--- config.mk ---
export PLATFORM = sky130hd
export DESIGN_NAME = grid_map_server
export DESIGN_NICKNAME = d
export VERILOG_FILES = /design/src/rtl/grid_map_server_pkg.sv /design/src/rtl/grid_tile_emitter.sv /design/src/rtl/grid_map_server.sv
export SDC_FILE = /design/constraint.sdc
export NUM_CORES = 1
export LEC_CHECK = 0
export ABC_AREA = 1
export BUFFER_PORTS_ARGS = -buffer_cell sky130_fd_sc_hd__buf_2
export CORE_AREA = 10 10 72 74
export CTS_CLUSTER_DIAMETER = 200
export DETAILED_ROUTE_END_ITERATION = 10
export DIE_AREA = 0 0 82 84
export GPL_TIMING_DRIVEN = 0
export MAX_ROUTING_LAYER = met4
export PLACE_DENSITY_LB_ADDON = 0.15
export SLEW_MARGIN = 20
export SYNTH_ARGS = -nofsm -noshare
export SYNTH_HDL_FRONTEND = slang
export SYNTH_SLANG_ARGS = --single-unit
--- constraint.sdc ---
create_clock -name clk -period 1.8 [get_ports clk]
set_clock_uncertainty 0.05 [all_clocks]
set_input_delay 0.18 -clock clk [delete_from_list [all_inputs] [get_ports clk]]
set_output_delay 0.18 -clock clk [all_outputs]
set_load 0.005 [all_outputs]
--- src/rtl/grid_map_server_pkg.sv ---
// Shared constants and emitter state type for the grid map server.
package grid_map_server_pkg;
  localparam logic [3:0]  MAP_DIM     = 4'd8;
  localparam logic [9:0]  X_ORIGIN    = 10'd80;
  localparam logic [9:0]  Y_ORIGIN    = 10'd0;
  localparam logic [9:0]  CELL_SIZE   = 10'd60;
  localparam logic [63:0] DEFAULT_MAP = 64'hFF81A1A585A5A1FF;

  typedef enum logic {ST_IDLE, ST_EMIT} emit_state_t;
endpackage

--- src/rtl/grid_tile_emitter.sv ---
// Walks the 8x8 map in row-major order and streams each tile's pixel origin and wall bit.
module grid_tile_emitter
  import grid_map_server_pkg::*;
(
  input  logic       clk,
  input  logic       rst,
  input  logic       emit_start,
  input  logic       t_ready,
  input  logic       map_bit,
  output logic [5:0] map_idx,
  output logic       emit_busy,
  output logic       t_valid,
  output logic       t_last,
  output logic       t_wall,
  output logic [9:0] t_x,
  output logic [9:0] t_y
);
  emit_state_t state, state_next;
  logic [5:0]  idx, idx_next;
  logic [9:0]  x_next, y_next;
  logic        wall_next;

  always_ff @(posedge clk) begin
    if (rst) begin
      state  <= ST_IDLE;
      idx    <= '0;
      t_x    <= X_ORIGIN;
      t_y    <= Y_ORIGIN;
      t_wall <= 1'b0;
    end else begin
      state  <= state_next;
      idx    <= idx_next;
      t_x    <= x_next;
      t_y    <= y_next;
      t_wall <= wall_next;
    end
  end

  always_comb begin
    state_next = state;
    idx_next   = idx;
    x_next     = t_x;
    y_next     = t_y;
    wall_next  = t_wall;
    map_idx    = idx + 6'd1;
    emit_busy  = (state == ST_EMIT);
    t_valid    = (state == ST_EMIT);
    t_last     = (state == ST_EMIT) && (idx == 6'd63);
    case (state)
      ST_IDLE: begin
        map_idx = '0;
        if (emit_start) begin
          state_next = ST_EMIT;
          idx_next   = '0;
          x_next     = X_ORIGIN;
          y_next     = Y_ORIGIN;
          wall_next  = map_bit;
        end
      end
      ST_EMIT: begin
        if (t_ready) begin
          if (idx == 6'd63) begin
            state_next = ST_IDLE;
            idx_next   = '0;
            x_next     = X_ORIGIN;
            y_next     = Y_ORIGIN;
            wall_next  = 1'b0;
          end else begin
            idx_next  = idx + 6'd1;
            wall_next = map_bit;
            // Coordinates step by accumulation; column wrap restarts x and advances y.
            if (idx[2:0] == 3'd7) begin
              x_next = X_ORIGIN;
              y_next = t_y + CELL_SIZE;
            end else begin
              x_next = t_x + CELL_SIZE;
            end
          end
        end
      end
      default: state_next = ST_IDLE;
    endcase
  end
endmodule

--- src/rtl/grid_map_server.sv ---
// Owns the 8x8 wall map: answers cell queries and streams tiles to the overlay.
// GRID_MAP_WRITE_EN adds the w_* write port; otherwise the map is the constant DEFAULT_MAP.
module grid_map_server
  import grid_map_server_pkg::*;
(
  input  logic       clk,
  input  logic       rst,
  input  logic       q_valid,
  output logic       q_ready,
  input  logic [3:0] q_cx,
  input  logic [3:0] q_cy,
  output logic       r_valid,
  input  logic       r_ready,
  output logic       r_wall,
  input  logic       emit_start,
  output logic       emit_busy,
  output logic       t_valid,
  input  logic       t_ready,
  output logic [9:0] t_x,
  output logic [9:0] t_y,
  output logic       t_wall,
  output logic       t_last
`ifdef GRID_MAP_WRITE_EN
  ,
  input  logic       w_en,
  input  logic [2:0] w_cx,
  input  logic [2:0] w_cy,
  input  logic       w_wall
`endif
);
  logic [63:0] map;
  logic [5:0]  tile_idx;
  logic        out_range;

`ifdef GRID_MAP_WRITE_EN
  always_ff @(posedge clk) begin
    if (rst)
      map <= DEFAULT_MAP;
    else if (w_en)
      map[{w_cy, w_cx}] <= w_wall;
  end
`else
  always_comb map = DEFAULT_MAP;
`endif

  assign q_ready   = !r_valid || r_ready;
  assign out_range = (q_cx >= MAP_DIM) || (q_cy >= MAP_DIM);

  // Reads the pre-edge map, so a same-cycle write is not visible to the query.
  always_ff @(posedge clk) begin
    if (rst) begin
      r_valid <= 1'b0;
      r_wall  <= 1'b0;
    end else if (q_valid && q_ready) begin
      r_valid <= 1'b1;
      r_wall  <= out_range ? 1'b1 : map[{q_cy[2:0], q_cx[2:0]}];
    end else if (r_ready) begin
      r_valid <= 1'b0;
    end
  end

  grid_tile_emitter u_emitter (
    .clk        (clk),
    .rst        (rst),
    .emit_start (emit_start),
    .t_ready    (t_ready),
    .map_bit    (map[tile_idx]),
    .map_idx    (tile_idx),
    .emit_busy  (emit_busy),
    .t_valid    (t_valid),
    .t_last     (t_last),
    .t_wall     (t_wall),
    .t_x        (t_x),
    .t_y        (t_y)
  );
endmodule

==> metrics.txt <==
status=completed; placed inst area=1780 sq um; Die Width=82 um; Main synth FF type=dfxtp_1; largest net degree at the start of global routing=16; Syn Std Cell Area=1530 sq um; CTS sink count=26; CTS clock-pin slew for the worst setup and hold paths=0.09 ns; Period minus WS final=between 1.5 and 2 ns; gr ovfl total=0; initial antenna violation count=0; Netlist cell types=31; vias in the first global route=1394; row cnt=23; PwrDens=743 nW/um^2; Crit Path Max Fanout=6; Peak Freq=between 600 and 700 MHz; worst hold path type=input port to register; unrepaired setup endpoints after global routing=false; critical path class=register to register; max-cap violations=0; Initial Util=39.6%; CP Data Arrival Time=1.72 ns; antenna diode count=0; Setup Buffers After CTS=0; GRT Util Overall=11.1%; starting DRC count in detailed routing=50; final hold violations=0; Peak supply drop=between 0.0003 and 0.0004 V; Syn Inst Count=227; # DRC=0; final instance area=approximately 1900 sq um; Top Ports=41; 1st-pass router iterations=4; WL final=3.48 mm; die area=roughly 7000 sq um; type of origin of the critical path=register; vias per cell=4.61; nature of the critical path endpoint=register; commonest non-fill, non-tap cells in the layout=49 x nand2_1, 37 x buf_2, 35 x inv_1; Leakage=just over 0.9 nW; Seq/Total Area, Yosys=between 30 and 40%; Max Buffers Root-to-Sink=2; share of cells above drive strength 1=26.0%; routed len/inst=10.9 um; Core Area=approximately 3900 sq um; placed cells=315; total number of vias=1470; Post-CTS Hold Buffers=0; commonest non-fill, non-tap cell in the layout=nand2_1; DP HPWL=2.83 mm; asr flop ratio synth=0%; EDFF count, synth=0; CTS root buffer=clkbuf_8; Synth warnings=0; setup violators final=0; total CTS buffers=3; TritonCTS clock tree=yes; first-pass GRT wire length=approximately 6.2 mm; final net count=roughly 290; area grow syn2layout=23.8%; PortBufs=35; number of cells on the worst hold path=3; number of H-tree levels=1; Req. time, crit path=1.90 ns; non-filler cells in the finished layout=between 300 and 400; setup_tns=0 ns; floorplan die height=84 um; Worst-Skew Late Latency=between 0.2 and 0.3 ns; FF+latch count, synth=26; Pins Over Slew Limit=0; crit share post-route=90.1%; Routed Antenna Nets=0; GPL Wtd Cong=0.784; average size of a mapped cell=6.73 sq um; reg2reg path depth=11
==> metrics by stage <==
step | utilization (%) | hold slack, ns | power [mW] | setup slack (ns)
after global placement | 46.1 | 0.380 | 0.938 | 0.0140
final | 49.0 | 0.100 | 1.40 | 0.179
after CTS | 48.0 | 0.100 | 1.42 | 0.0135
after global routing | 49.0 | 0.108 | 1.50 | 0.0144
after detailed placement | 46.1 | 0.378 | 0.941 | -0.00734
after floorplan | - | 0.263 | 0.846 | 0.165
==> worst paths after layout <==
kind,slack (ns),start,to
setup / recovery,0.18,u_emitter.idx[0]$_SDFFE_PP0P_,u_emitter.t_wall$_SDFFE_PP0P_
hold / removal,0.10,emit_start,u_emitter.emit_busy$_SDFF_PP0_
setup reg to reg,0.18,u_emitter.idx[0]$_SDFFE_PP0P_,u_emitter.t_wall$_SDFFE_PP0P_
hold reg to reg,0.42,u_emitter.t_wall$_SDFFE_PP0P_,u_emitter.t_wall$_SDFFE_PP0P_
==> flip-flops by register name (all words and copies together), names as in the netlist <==
register	cells
r_wall	1
u_emitter.emit_busy	1
r_valid	1
u_emitter.t_x	8
u_emitter.idx	6
u_emitter.t_y	8
u_emitter.t_wall	1
==> per-layer routing <==
metal / vias to the layer above / track usage [%] / wire (um)
li1: 800 / - / -
met1: 647 / 13.1 / 1620
met2: 19 / 18.3 / 1660
met3: 4 / 1.83 / 158
met4: 0 / 3.72 / 50
met5: - / - / 0
==> where the power goes <==
part / total (mW) / internal, mW / switching (mW)
logic: 0.281 / 0.118 / 0.163
clock network: 0.479 / 0.297 / 0.182
registers: 0.644 / 0.611 / 0.0331
total: 1.40 / 1.03 / 0.378
==> cell type report <==
cell class | instances | area (sq um)
Buffer | 8 | 51.3
Clock buffer | 3 | 41.3
Clock inverter | 1 | 30.0
Fill cell | 449 | 1970
Inverter | 40 | 153
Multi-Input combinational cell | 156 | 851
Sequential cell | 26 | 527
Tap cell | 50 | 62.6
Timing Repair Buffer | 35 | 175
==> cells in the mapped netlist, types with 2 or more instances <==
cell,n,area [sq um]
a211oi_1,2,15.0
a21oi_1,19,95.1
buf_2,2,10.0
buf_4,5,37.5
dfxtp_1,26,521
ha_1,4,50.1
inv_1,36,135
inv_2,3,11.3
nand2_1,49,184
nand2_2,3,18.8
nand2_4,2,22.5
nand3_1,17,85.1
nand4_1,7,43.8
nor2_1,18,67.6
nor2_4,2,22.5
nor3_1,3,15.0
o211ai_1,4,30.0
o21ai_0,8,40.0
xnor2_1,2,17.5
xor2_1,4,35.0
==> cells by family (layout without fill, tap and decap cells) <==
logic type | Yosys count | after routing | synth area share, %
adder cells (fa/ha/maj) | 4 | 4 | 3.28
AND/OR/NAND/NOR | 107 | 107 | 32.9
other | 1 | 4 | 0.245
flip-flops | 26 | 26 | 34.1
XOR/XNOR | 6 | 6 | 3.44
buffers and inverters | 48 | 87 | 13.4
AO/OA/AOI/OAI | 35 | 35 | 12.7
==> worst max-delay path: stages, from the launching register on <==
cell and delay, ns:
dfxtp_4 0.38, ha_4 0.18, ha_4 0.28, nand2_1 0.08
nand3_2 0.09, nand2_1 0.05, inv_1 0.05, nand2_1 0.05
a21oi_2 0.11, nand2_1 0.06, nand3_1 0.08, a21oi_1 0.06
==> timing repair <==
| item | 4_1_cts | 5_1_grt |
|---|---|---|
| endpoints found under the setup margin | 2 | 2 |
| resized for setup | 1 | 10 |
| cloned | 0 | 0 |
| hold endpoints to repair | 0 | 0 |
Power figures use the tool's default switching activity.
